File: config.mk
export PLATFORM = sky130hd
export DESIGN_NAME = fir_driver
export DESIGN_NICKNAME = d
export VERILOG_FILES = /design/src/rtl/fir_pkg.sv /design/src/rtl/fir_res_fifo.sv /design/src/rtl/fir_driver.sv
export SDC_FILE = /design/constraint.sdc
export NUM_CORES = 1
export LEC_CHECK = 0
export ABC_CLOCK_PERIOD_IN_PS = 8300
export BUFFER_PORTS_ARGS = -buffer_cell sky130_fd_sc_hd__buf_2
export CAP_MARGIN = 20
export CORE_AREA = 2 2 123 125
export DETAILED_ROUTE_END_ITERATION = 8
export DIE_AREA = 0 0 125 127
export HOLD_SLACK_MARGIN = 0.02
export PLACE_DENSITY = 0.59
export SKIP_CTS_REPAIR_TIMING = 1
export SLEW_MARGIN = 20
export SYNTH_ARGS = -nofsm -noshare
export SYNTH_HDL_FRONTEND = slang
export SYNTH_SLANG_ARGS = --single-unit
File: constraint.sdc
create_clock -name clk -period 8.3 [get_ports clk]
set_clock_uncertainty 0.15 [all_clocks]
set_input_delay 1.245 -clock clk [delete_from_list [all_inputs] [get_ports clk]]
set_output_delay 1.245 -clock clk [all_outputs]
set_load 0.02 [all_outputs]
File: src/rtl/fir_pkg.sv
// Shared defaults and the controller state encoding for the FIR driver.
package fir_pkg;

  localparam int unsigned NumTapsDefault  = 5;
  localparam int unsigned DataWDefault    = 8;
  localparam int unsigned OutWDefault     = 16;
  localparam int unsigned ResDepthDefault = 4;

  typedef enum logic [2:0] {
    StIdle   = 3'd0,
    StLoad   = 3'd1,
    StGap    = 3'd2,
    StStream = 3'd3,
    StDrain  = 3'd4,
    StFault  = 3'd5
  } fir_state_e;

endpackage

File: src/rtl/fir_res_fifo.sv
// Result FIFO: registered storage, head presented combinationally, occupancy count output.
module fir_res_fifo #(
  parameter int unsigned Width = 16,
  parameter int unsigned Depth = 4
) (
  input  logic                   clk_i,
  input  logic                   reset_i,
  input  logic                   push_i,
  input  logic [Width-1:0]       push_data_i,
  input  logic                   pop_i,
  output logic [Width-1:0]       head_o,
  output logic [$clog2(Depth):0] count_o,
  output logic                   empty_o,
  output logic                   full_o
);

  localparam int unsigned PtrW = $clog2(Depth);

  logic [Width-1:0] mem_q [Depth];
  logic [Width-1:0] mem_d [Depth];
  logic [PtrW-1:0]  wr_ptr_q, wr_ptr_d;
  logic [PtrW-1:0]  rd_ptr_q, rd_ptr_d;
  logic [PtrW:0]    count_q, count_d;
  logic             do_push, do_pop;

  assign empty_o = (count_q == '0);
  assign full_o  = (count_q == (PtrW + 1)'(Depth));
  assign do_push = push_i && !full_o;
  assign do_pop  = pop_i && !empty_o;
  assign head_o  = mem_q[rd_ptr_q];
  assign count_o = count_q;

  // Next-state: write at tail, advance pointers (Depth is a power of two, so they wrap freely).
  always_comb begin
    mem_d    = mem_q;
    wr_ptr_d = wr_ptr_q;
    rd_ptr_d = rd_ptr_q;
    count_d  = count_q;
    if (do_push) begin
      mem_d[wr_ptr_q] = push_data_i;
      wr_ptr_d        = wr_ptr_q + PtrW'(1);
    end
    if (do_pop) begin
      rd_ptr_d = rd_ptr_q + PtrW'(1);
    end
    case ({do_push, do_pop})
      2'b10:   count_d = count_q + (PtrW + 1)'(1);
      2'b01:   count_d = count_q - (PtrW + 1)'(1);
      default: count_d = count_q;
    endcase
  end

  // Storage and pointer registers; storage is cleared so the head reads zero out of reset.
  always_ff @(posedge clk_i or posedge reset_i) begin
    if (reset_i) begin
      mem_q    <= '{default: '0};
      wr_ptr_q <= '0;
      rd_ptr_q <= '0;
      count_q  <= '0;
    end else begin
      mem_q    <= mem_d;
      wr_ptr_q <= wr_ptr_d;
      rd_ptr_q <= rd_ptr_d;
      count_q  <= count_d;
    end
  end

endmodule

File: src/rtl/fir_driver.sv
// Host-side driver for an external FIR filter: loads taps, streams samples under a
// credit limit so results always fit in the local FIFO, and latches filter faults.
module fir_driver
  import fir_pkg::*;
#(
  parameter int unsigned NUM_TAPS  = NumTapsDefault,
  parameter int unsigned DATA_W    = DataWDefault,
  parameter int unsigned OUT_W     = OutWDefault,
  parameter int unsigned RES_DEPTH = ResDepthDefault
) (
  input  logic              clk,
  input  logic              reset,
  input  logic              start,
  input  logic              stop,
  input  logic [DATA_W-1:0] coef_data,
  input  logic              coef_valid,
  output logic              coef_ready,
  input  logic [DATA_W-1:0] smp_data,
  input  logic              smp_valid,
  output logic              smp_ready,
  output logic [DATA_W-1:0] fir_data_in,
  output logic              fir_coef_enable,
  output logic              fir_sample_enable,
  input  logic [OUT_W-1:0]  fir_data_out,
  input  logic              fir_out_enable,
  input  logic              fir_error,
  output logic [OUT_W-1:0]  res_data,
  output logic              res_valid,
  input  logic              res_ready,
  output logic              busy,
  output logic              err
);

  localparam int unsigned CntW = $clog2(RES_DEPTH) + 1;
  localparam int unsigned TapW = $clog2(NUM_TAPS + 1);

  fir_state_e        state_q, state_d;
  logic [TapW-1:0]   tap_cnt_q, tap_cnt_d;
  logic [CntW-1:0]   out_cnt_q, out_cnt_d;
  logic [DATA_W-1:0] data_q, data_d;
  logic              coef_en_q, coef_en_d;
  logic              smp_en_q, smp_en_d;
  logic              err_q, err_d;

  logic [CntW-1:0]   fifo_count;
  logic              fifo_empty, fifo_full;
  logic [CntW:0]     credit_used;
  logic              fault_hit, ret_ok, coef_xfer, smp_xfer, fifo_push, fifo_pop;

  // Samples in flight plus results waiting can never exceed the FIFO depth.
  assign credit_used = {1'b0, out_cnt_q} + {1'b0, fifo_count};
  // A return with nothing outstanding means the filter and driver are out of step.
  assign fault_hit   = fir_error || (fir_out_enable && (out_cnt_q == '0));
  assign ret_ok      = fir_out_enable && !fault_hit && (state_q != StFault);

  // Readiness is withheld on a faulting cycle so no enable follows the fault.
  assign coef_ready = (state_q == StLoad) && !fault_hit;
  assign smp_ready  = (state_q == StStream) && !stop && !fault_hit &&
                      (credit_used < (CntW + 1)'(RES_DEPTH));
  assign coef_xfer  = coef_valid && coef_ready;
  assign smp_xfer   = smp_valid && smp_ready;
  assign fifo_push  = ret_ok && !fifo_full;
  assign fifo_pop   = res_valid && res_ready;

  assign fir_data_in       = data_q;
  assign fir_coef_enable   = coef_en_q;
  assign fir_sample_enable = smp_en_q;
  assign res_valid         = !fifo_empty;
  assign busy              = (state_q != StIdle);
  assign err               = err_q;

  fir_res_fifo #(
    .Width (OUT_W),
    .Depth (RES_DEPTH)
  ) u_res_fifo (
    .clk_i       (clk),
    .reset_i     (reset),
    .push_i      (fifo_push),
    .push_data_i (fir_data_out),
    .pop_i       (fifo_pop),
    .head_o      (res_data),
    .count_o     (fifo_count),
    .empty_o     (fifo_empty),
    .full_o      (fifo_full)
  );

  // Next-state: handshakes, credit tracking and controller transitions; faults override all.
  always_comb begin
    state_d   = state_q;
    tap_cnt_d = tap_cnt_q;
    out_cnt_d = out_cnt_q;
    data_d    = data_q;
    coef_en_d = 1'b0;
    smp_en_d  = 1'b0;
    err_d     = err_q;

    if (coef_xfer) begin
      data_d    = coef_data;
      coef_en_d = 1'b1;
      tap_cnt_d = tap_cnt_q + TapW'(1);
    end
    if (smp_xfer) begin
      data_d   = smp_data;
      smp_en_d = 1'b1;
    end

    case ({smp_xfer, ret_ok})
      2'b10:   out_cnt_d = out_cnt_q + CntW'(1);
      2'b01:   out_cnt_d = out_cnt_q - CntW'(1);
      default: out_cnt_d = out_cnt_q;
    endcase

    unique case (state_q)
      StIdle: begin
        if (start) begin
          state_d   = StLoad;
          tap_cnt_d = '0;
        end
      end
      StLoad: begin
        if (coef_xfer && (tap_cnt_q == TapW'(NUM_TAPS - 1))) state_d = StGap;
      end
      StGap: state_d = StStream;
      StStream: begin
        if (stop) begin
          state_d = StDrain;
        end else if (start && (out_cnt_q == '0)) begin
          state_d   = StLoad;
          tap_cnt_d = '0;
        end
      end
      StDrain: begin
        if ((out_cnt_q == '0) && fifo_empty) state_d = StIdle;
      end
      StFault: state_d = StFault;
      default: state_d = StIdle;
    endcase

    if (fault_hit) begin
      state_d = StFault;
      err_d   = 1'b1;
    end
  end

  // Controller registers.
  always_ff @(posedge clk or posedge reset) begin
    if (reset) begin
      state_q   <= StIdle;
      tap_cnt_q <= '0;
      out_cnt_q <= '0;
      data_q    <= '0;
      coef_en_q <= 1'b0;
      smp_en_q  <= 1'b0;
      err_q     <= 1'b0;
    end else begin
      state_q   <= state_d;
      tap_cnt_q <= tap_cnt_d;
      out_cnt_q <= out_cnt_d;
      data_q    <= data_d;
      coef_en_q <= coef_en_d;
      smp_en_q  <= smp_en_d;
      err_q     <= err_d;
    end
  end

endmodule

==> reports/metrics.json, run 1 <==
{
  "floorplan.die.width": {"value": 125, "unit": "um"},
  "post_synth_num_cell_types": {"value": 37},
  "gpl.final_weighted_congestion": {"value": 0.8678},
  "report.power.total": {"value": 1061, "unit": "uW"},
  "worstRegToRegCells": {"value": 10},
  "multiInputGateArea": {"value": 2014, "unit": "um2"},
  "post-dp-hpwl": {"value": 6137, "unit": "um"},
  "rsz0062_at_grt": {"value": "false"},
  "number_of_warning_messages_in_the_yosys_log": {"value": 0},
  "post_drt_via_cell_ratio": {"value": 4.784},
  "power.density_cell_area": {"value": 201.2, "unit": "nW/um2"},
  "layout.nets": {"value": 423},
  "area_occupied_by_registers": {"value": 2277, "unit": "um2"},
  "cap_viol_max_count": {"value": 0},
  "die_height": {"value": 127, "unit": "um"},
  "cpLargestDelayFamily": {"value": "simple AND/OR/NAND/NOR gates"},
  "fp.dieArea": {"value": 15880, "unit": "um2"},
  "antenna_cells": {"value": 0},
  "hold_violations": {"value": 0},
  "clock_latency": {"value": 0.34, "unit": "ns"},
  "maxUsedRoutingLayer": {"value": "met4"},
  "outcome": {"value": "finished, final reports clean"},
  "yosys.area.top_type": {"value": "dfrtp_1"},
  "finalSetupViolations": {"value": 0},
  "synth.cell_area": {"value": 4423, "unit": "um2"},
  "post_layout_nonfiller_instances": {"value": 559},
  "critical_path_class": {"value": "in2out"},
  "critical_path_cell_count": {"value": 5},
  "start_util": {"value": 0.3066},
  "max_slew.worst_pin.slew": {"value": 0.9983, "unit": "ns"},
  "primary_flip_flop_cell_chosen_by_synthesis_mapping": {"value": "dfrtp_1"},
  "slowest_delay": {"value": 0.74, "unit": "ns"},
  "most-common-layout-cells": {"value": "dfrtp_1 (91), buf_2 (71), mux2_4 (40)"},
  "antenna_violating_nets_post_route": {"value": 0},
  "power.ir.vdd_worst": {"value": 0.0001058, "unit": "V"},
  "nFillCells": {"value": 1404},
  "worst_setup_hold_path_clk_slew": {"value": 0.07, "unit": "ns"},
  "port_bufs": {"value": 71},
  "cts_buffers": {"value": 9},
  "max-clock-path-buffers": {"value": 2},
  "drc": {"value": 0},
  "timing.critical_path.arrival": {"value": 2.57, "unit": "ns"},
  "vias": {"value": 2674},
  "number_of_slew_limit_violations_in_the_final_report": {"value": 0},
  "final.setup.tns": {"value": 0, "unit": "ns"},
  "hp-class": {"value": "reg2reg"},
  "grt_max_degree": {"value": 76},
  "cp.buffers_inverters": {"value": 2},
  "synth_seq_area_share": {"value": 0.5149},
  "postSynthNetCount": {"value": 349},
  "cp_cell_sequence": {"value": "buf_2 -> nor4b_1 -> or3_1 -> nor2_1 -> buf_2"},
  "via_count_of_the_first_global_routing_pass": {"value": 2920},
  "post-place-cells": {"value": 543},
  "rr_endpoint": {"value": "out_cnt_q[2]$_DFFE_PP0P_"},
  "clk_root_buffer_cell": {"value": "clkbuf_16"},
  "timing.critical_path.required": {"value": 6.90, "unit": "ns"},
  "firstDrtPassIters": {"value": 4},
  "cts_num_sinks": {"value": 91},
  "syn_inst": {"value": 296},
  "antenna_found_initial": {"value": 0},
  "netlist.area_leader.share": {"value": 0.5149},
  "crit_slowest_cell": {"value": "nor4b_1"},
  "cts_tree": {"value": "built"},
  "floorplan.io_pins": {"value": 72},
  "worst_setup_path_end_kind": {"value": "output pin"},
  "reg_to_reg_critical_path_startpoint": {"value": "out_cnt_q[2]$_DFFE_PP0P_"},
  "layout-area-overhead-vs-synth": {"value": 19.26, "unit": "%"},
  "crit_path_start": {"value": "fir_out_enable"},
  "r2r_slack": {"value": 5.32, "unit": "ns"},
  "async_flop_share": {"value": 1.000},
  "dr.first_iter.drc_count": {"value": 181},
  "synth_enable_flop_cells": {"value": 0},
  "core_rows": {"value": 44},
  "grt_overflow": {"value": 0},
  "synth.area.top_cells": {"value": "dfrtp_1 (51%), mux2_4 (14%), mux4_2 (8.1%)"},
  "crit_path_frequent_cell": {"value": "buf_2"},
  "detail_route.wl_per_cell": {"value": 16.69, "unit": "um"},
  "detail_route.wirelength": {"value": 9329, "unit": "um"},
  "most_frequent_standard_cell_in_the_layout_excluding_fill_and_tap_cells": {"value": "dfrtp_1"},
  "post_route_cells_drive_above_1_share": {"value": 0.4720},
  "met3_length": {"value": 321, "unit": "um"},
  "start_kind": {"value": "input port"},
  "detail_route.wirelength.met1": {"value": 4245, "unit": "um"},
  "post-route-min-period": {"value": 3.961, "unit": "ns"},
  "leakage": {"value": 0.002761, "unit": "uW"},
  "global_routing_usage_summed_across_all_routing_layers": {"value": 0.1257},
  "worst_setup_path_endpoint": {"value": "smp_ready"},
  "cts_htree_levels": {"value": 3},
  "timing.fmax": {"value": 252.5, "unit": "MHz"},
  "worst-path-max-fanout": {"value": 6},
  "worst_slew_margin_rel": {"value": 0.3345},
  "syn-mean-instance-area": {"value": 14.94, "unit": "um2"},
  "design.core.area": {"value": 14420, "unit": "um2"},
  "synth_seq_cells": {"value": 91},
  "final_min_period_over_clock_period": {"value": 0.4773},
  "route.met2.wl": {"value": 4606, "unit": "um"},
  "grt_first_pass_wirelength": {"value": 15610, "unit": "um"}
}
-- power by group --
group          switching [uW]  internal (uW)
registers                46.5            457
logic                    61.0           67.3
clock network             176            253
-- cells by family after synthesis --
| family | count (synthesis) | share of synthesized area |
|---|---|---|
| XOR/XNOR | 11 | 0.02178 |
| AO/OA/AOI/OAI | 22 | 0.04159 |
| adder cells (fa/ha/maj) | 12 | 0.03734 |
| buffers and inverters | 28 | 0.03083 |
| AND/OR/NAND/NOR | 49 | 0.06845 |
| multiplexers | 83 | 0.2852 |
| flip-flops | 91 | 0.5149 |
-- layer usage --
layer | global-route usage | up-vias
met5 | 0 | -
met4 | 0.04314 | 0
met3 | 0.03392 | 12
met2 | 0.2043 | 50
met1 | 0.1634 | 1392
li1 | - | 1220
-- cell type report --
type | count | area share
Clock buffer | 12 | 0.04862
Clock inverter | 4 | 0.01091
Inverter | 18 | 0.01305
Multi-Input combinational cell | 177 | 0.3819
Sequential cell | 91 | 0.4317
Tap cell | 184 | 0.04364
Timing Repair Buffer | 73 | 0.07021
-- registers in the layout (all words and copies together) (netlist names), 2 cells and up --
register             count
fir_data_in              8
out_cnt_q                3
state_q                  3
tap_cnt_q                3
u_res_fifo.count_o       3
u_res_fifo.mem_q        64
u_res_fifo.rd_ptr_q      2
u_res_fifo.wr_ptr_q      2
-- Yosys cell counts (3+ instances only) --
library cell / n
nand2_4: 4
inv_1: 18
nor3_1: 5
a221o_1: 8
xor2_1: 5
mux2_2: 24
buf_6: 4
dfrtp_1: 91
mux2_4: 40
nor2_1: 9
mux2i_1: 3
o21ai_0: 4
mux4_2: 16
xnor2_1: 6
ha_1: 10
and2_1: 9
nand4_1: 3
clkbuf_1: 5
nand2_1: 4
a21oi_1: 5
-- metrics by stage --
stage | cell area [um2] | hold slack, ns | utilization | worst slack, ns
2_1_floorplan | 4423 | 0.3238 | - | 4.541
3_3_place_gp | 4956 | 0.3315 | 0.3436 | 4.417
3_5_place_dp | 4956 | 0.3409 | 0.3436 | 4.257
4_1_cts | 5270 | 0.3569 | 0.3654 | 4.439
5_1_grt | 5275 | 0.3703 | 0.3657 | 4.267
6_report | 5275 | 0.3544 | 0.3657 | 4.339
-- worst min path at each step --
stage                                          start                                to  slack (ns)  cells after the start
floorplan           u_res_fifo.mem_q[25]$_DFFE_PP0P_  u_res_fifo.mem_q[25]$_DFFE_PP0P_        0.32                      1
global placement    u_res_fifo.mem_q[27]$_DFFE_PP0P_  u_res_fifo.mem_q[27]$_DFFE_PP0P_        0.33                      1
detailed placement  u_res_fifo.mem_q[59]$_DFFE_PP0P_  u_res_fifo.mem_q[59]$_DFFE_PP0P_        0.34                      1
CTS                 u_res_fifo.mem_q[27]$_DFFE_PP0P_  u_res_fifo.mem_q[27]$_DFFE_PP0P_        0.36                      1
global route        u_res_fifo.mem_q[27]$_DFFE_PP0P_  u_res_fifo.mem_q[27]$_DFFE_PP0P_        0.37                      1
finish              u_res_fifo.mem_q[55]$_DFFE_PP0P_  u_res_fifo.mem_q[55]$_DFFE_PP0P_        0.35                      1
No activity file was read; power rests on OpenSTA's default activity.
==> run 2: changes to the inputs <==
--- a/config.mk
+++ b/config.mk
@@ -5,14 +5,15 @@
 export SDC_FILE = /design/constraint.sdc
 export NUM_CORES = 1
 export LEC_CHECK = 0
-export ABC_CLOCK_PERIOD_IN_PS = 8300
+export ABC_AREA = 1
+export ABC_CLOCK_PERIOD_IN_PS = 3300
 export BUFFER_PORTS_ARGS = -buffer_cell sky130_fd_sc_hd__buf_2
 export CAP_MARGIN = 20
-export CORE_AREA = 2 2 123 125
+export CORE_AREA = 2 2 125 127
 export DETAILED_ROUTE_END_ITERATION = 8
-export DIE_AREA = 0 0 125 127
+export DIE_AREA = 0 0 127 129
 export HOLD_SLACK_MARGIN = 0.02
-export PLACE_DENSITY = 0.59
+export PLACE_DENSITY = 0.61
 export SKIP_CTS_REPAIR_TIMING = 1
 export SLEW_MARGIN = 20
 export SYNTH_ARGS = -nofsm -noshare
==> constraint.sdc (replaced) <==
create_clock -name clk -period 3.3 [get_ports clk]
set_clock_uncertainty 0.15 [all_clocks]
set_input_delay 0.495 -clock clk [delete_from_list [all_inputs] [get_ports clk]]
set_output_delay 0.495 -clock clk [all_outputs]
set_load 0.02 [all_outputs]
==> reports/metrics.json, run 2 <==
{
  "netlist.area_leader.share": {"value": 0.4974, "change": "was 0.5149"},
  "cts_tree": {"value": "built", "change": "unchanged"},
  "cts_buffers": {"value": 9, "change": "unchanged"},
  "synth_seq_area_share": {"value": 0.4974, "change": "was 0.5149"},
  "clk_root_buffer_cell": {"value": "clkbuf_16", "change": "unchanged"},
  "max-clock-path-buffers": {"value": 2, "change": "unchanged"},
  "gpl.final_weighted_congestion": {"value": 0.8315, "change": "was 0.8678"},
  "drc": {"value": 0, "change": "unchanged"},
  "top_count_cell_post_synth": {"value": "nand2_1", "change": "was dfrtp_1"},
  "cap_viol_max_count": {"value": 0, "change": "unchanged"},
  "design.core.area": {"value": 14980, "unit": "um2", "change": "was 14420 um2"},
  "core_rows": {"value": 45, "change": "was 44"},
  "post_drt_via_cell_ratio": {"value": 4.787, "change": "was 4.784"},
  "die_height": {"value": 129, "unit": "um", "change": "was 127 um"},
  "worst_slew_margin_rel": {"value": 0.4975, "change": "was 0.3345"},
  "final_min_period_over_clock_period": {"value": 0.8265},
  "report.power.total": {"value": 5285, "unit": "uW", "change": "was 1061 uW"},
  "grt_max_degree": {"value": 61, "change": "was 76"},
  "most_frequent_standard_cell_in_the_layout_excluding_fill_and_tap_cells": {"value": "nand2_1", "change": "was dfrtp_1"},
  "slowest_delay": {"value": 0.64, "unit": "ns", "change": "was 0.74 ns"},
  "cts_htree_levels": {"value": 3, "change": "unchanged"},
  "post_synth_num_cell_types": {"value": 32, "change": "was 37"},
  "hold-worst-slack": {"value": 0.1303, "unit": "ns", "change": "was 0.3544 ns"},
  "antenna_violating_nets_post_route": {"value": 0, "change": "unchanged"},
  "grt_first_pass_wirelength": {"value": 17430, "unit": "um", "change": "was 15610 um"},
  "layout.nets": {"value": 619, "change": "was 423"},
  "number_of_slew_limit_violations_in_the_final_report": {"value": 0, "change": "unchanged"},
  "dr.first_iter.drc_count": {"value": 197, "change": "was 181"},
  "detail_route.wl_per_cell": {"value": 13.63, "unit": "um", "change": "was 16.69 um"},
  "max_slew.worst_pin.slew": {"value": 0.7538, "unit": "ns", "change": "was 0.9983 ns"},
  "antenna_cells": {"value": 0, "change": "unchanged"},
  "post-dp-hpwl": {"value": 7050, "unit": "um", "change": "was 6137 um"},
  "power.ir.vdd_worst": {"value": 0.0003932, "unit": "V", "change": "was 0.0001058 V"},
  "worst_slack": {"value": 0.5726, "unit": "ns", "change": "was 4.339 ns"},
  "rsz0062_at_grt": {"value": "false", "change": "unchanged"},
  "most-common-layout-cells": {"value": "nand2_1 (99), dfrtp_1 (91), buf_2 (71)", "change": "was dfrtp_1 (91), buf_2 (71), mux2_4 (40)"},
  "async_flop_share": {"value": 1.000, "change": "unchanged"},
  "antenna_found_initial": {"value": 1, "change": "was 0"},
  "syn_inst": {"value": 502, "change": "was 296"},
  "final.setup.tns": {"value": 0, "unit": "ns", "change": "unchanged"},
  "synth.area.top_cells": {"value": "dfrtp_1 (50%), nand2_1 (8.1%), o21ai_2 (5.2%)", "change": "was dfrtp_1 (51%), mux2_4 (14%), mux4_2 (8.1%)"},
  "start_util": {"value": 0.3057, "change": "was 0.3066"},
  "worst_setup_path_end_kind": {"value": "output pin", "change": "unchanged"},
  "synth.cell_area": {"value": 4578, "unit": "um2", "change": "was 4423 um2"},
  "primary_flip_flop_cell_chosen_by_synthesis_mapping": {"value": "dfrtp_1", "change": "unchanged"},
  "timing.critical_path.arrival": {"value": 2.08, "unit": "ns", "change": "was 2.57 ns"},
  "global_routing_usage_summed_across_all_routing_layers": {"value": 0.1320, "change": "was 0.1257"},
  "floorplan.io_pins": {"value": 72, "change": "unchanged"},
  "firstDrtPassIters": {"value": 5, "change": "was 4"},
  "largest_register_ffs": {"value": 64, "change": "unchanged"},
  "nFillCells": {"value": 1535, "change": "was 1404"},
  "port_bufs": {"value": 71, "change": "unchanged"},
  "worst-path-max-fanout": {"value": 18, "change": "was 6"},
  "hold_violations": {"value": 0, "change": "unchanged"},
  "outcome": {"value": "finished, final reports clean", "change": "unchanged"},
  "timing.fmax": {"value": 366.6, "unit": "MHz"},
  "hp-class": {"value": "in2async", "change": "was reg2reg"},
  "grt_overflow": {"value": 0, "change": "unchanged"},
  "clock_latency": {"value": 0.34, "unit": "ns", "change": "about the same"},
  "synth_seq_cells": {"value": 91, "change": "unchanged"},
  "synth.cells.most_frequent": {"value": "nand2_1 (99), dfrtp_1 (91), nor2_1 (46)", "change": "was dfrtp_1 (91), mux2_4 (40), mux2_2 (24)"},
  "power.density_cell_area": {"value": 992.8, "unit": "nW/um2", "change": "was 201.2 nW/um2"},
  "floorplan.die.width": {"value": 127, "unit": "um", "change": "was 125 um"},
  "finalSetupViolations": {"value": 0, "change": "unchanged"},
  "placement.setup.worst_slack": {"value": 0.8206, "unit": "ns", "change": "was 4.257 ns"},
  "leakage": {"value": 0.002637, "unit": "uW", "change": "was 0.002761 uW"},
  "postSynthNetCount": {"value": 555, "change": "was 349"},
  "cp_cell_sequence": {"value": "inv_1 -> o21ai_0 -> o22ai_1 -> buf_2", "change": "was buf_2 -> nor4b_1 -> or3_1 -> nor2_1 -> buf_2"},
  "worst_setup_hold_path_clk_slew": {"value": 0.06, "unit": "ns", "change": "was 0.07 ns"},
  "timing.critical_path.required": {"value": 2.65, "unit": "ns", "change": "was 6.90 ns"},
  "syn-mean-instance-area": {"value": 9.120, "unit": "um2", "change": "was 14.94 um2"},
  "post_route_cells_drive_above_1_share": {"value": 0.2469, "change": "was 0.4720"},
  "number_of_warning_messages_in_the_yosys_log": {"value": 0, "change": "unchanged"},
  "synth_enable_flop_cells": {"value": 0, "change": "unchanged"},
  "vias": {"value": 3633, "change": "was 2674"},
  "final_design_area_no_fill": {"value": 5324, "unit": "um2", "change": "was 5275 um2"},
  "registers.top_by_ff_count": {"value": "u_res_fifo.mem_q", "change": "unchanged"},
  "detail_route.wirelength": {"value": 10340, "unit": "um", "change": "was 9329 um"},
  "post-route-min-period": {"value": 2.727, "unit": "ns"},
  "fp.dieArea": {"value": 16380, "unit": "um2", "change": "was 15880 um2"},
  "start_kind": {"value": "flop", "change": "was input port"},
  "placedInstanceArea": {"value": 5029, "unit": "um2", "change": "was 4956 um2"},
  "layout-area-overhead-vs-synth": {"value": 16.29, "unit": "%", "change": "was 19.26%"},
  "crit_slowest_cell": {"value": "dfrtp_1", "change": "was nor4b_1"},
  "via_count_of_the_first_global_routing_pass": {"value": 3636, "change": "was 2920"},
  "yosys.area.top_type": {"value": "dfrtp_1", "change": "unchanged"},
  "cts_num_sinks": {"value": 91, "change": "unchanged"},
  "critical_path_class": {"value": "reg2out", "change": "was in2out"}
}
## run 2: final cells by class
cell class | count | area [um2] | share of cell area
well taps | 188 | 235.2 | 0.04418
repair buffers | 76 | 392.9 | 0.07380
multi-input cells | 342 | 1949 | 0.3662
flip-flops and latches | 91 | 2277 | 0.4277
clock inverters | 5 | 61.31 | 0.01152
clock buffers | 11 | 232.7 | 0.04371
inverters | 46 | 175.2 | 0.03290
## run 2: metrics by stage
stage	utilization	cells
2_1_floorplan	-	502
3_3_place_gp	0.3358	743
3_5_place_dp	0.3358	743
4_1_cts	0.3554	759
5_1_grt	0.3555	759
6_report	0.3555	759
## run 2: final timing paths
path                                                    startpoint                          endpoint  slack (ns)  cells after the start
max in group asynchronous                                    reset   u_res_fifo.mem_q[9]$_DFFE_PP0P_        2.17                      3
worst min-delay path                                         reset                   err$_DFFE_PP0P_        0.13                      2
worst min register to register    u_res_fifo.mem_q[39]$_DFFE_PP0P_  u_res_fifo.mem_q[39]$_DFFE_PP0P_        0.33                      2
min in group clk                                      coef_data[6]        fir_data_in[6]$_DFFE_PP0P_        0.23                      3
worst max-delay path            u_res_fifo.rd_ptr_q[1]$_DFFE_PP0P_                      res_data[15]        0.57                      4
worst max register to register            out_cnt_q[1]$_DFFE_PP0P_          out_cnt_q[2]$_DFFE_PP0P_        0.82                     11
## run 2: kinds of logic (layout without fill, tap and decap cells)
logic type / Yosys count / in the layout / share of synthesized area
XOR/XNOR: 7 / 7 / 0.01339
AND/OR/NAND/NOR: 197 / 197 / 0.2115
buffers and inverters: 69 / 138 / 0.07680
flip-flops: 91 / 91 / 0.4974
AO/OA/AOI/OAI: 126 / 126 / 0.1648
adder cells (fa/ha/maj): 12 / 12 / 0.03608
## run 2: layer usage
layer,up-vias,GRT usage,share of wire,routed length [um]
li1,1798,-,-,-
met2,94,0.2328,0.50,5127
met5,-,0,0.0013,13
met1,1730,0.1622,0.44,4588
met3,9,0.03285,0.050,514
met4,2,0.03491,0.0094,97
## run 2: power by group
group          switching [uW]  total, uW  leakage (uW)  internal (uW)
clock                     432       1020      0.000144            593
combinational            1460       2290       0.00134            831
sequential                340       1970       0.00115           1630
total                    2230       5290       0.00264           3060
## run 2: worst max-delay path, delay by kind of cell, from the launching register on
| family | cells | cell delay, ns |
|---|---|---|
| buf+inv | 2 | 0.73 |
| compound gates | 2 | 0.37 |
| flops | 1 | 0.64 |
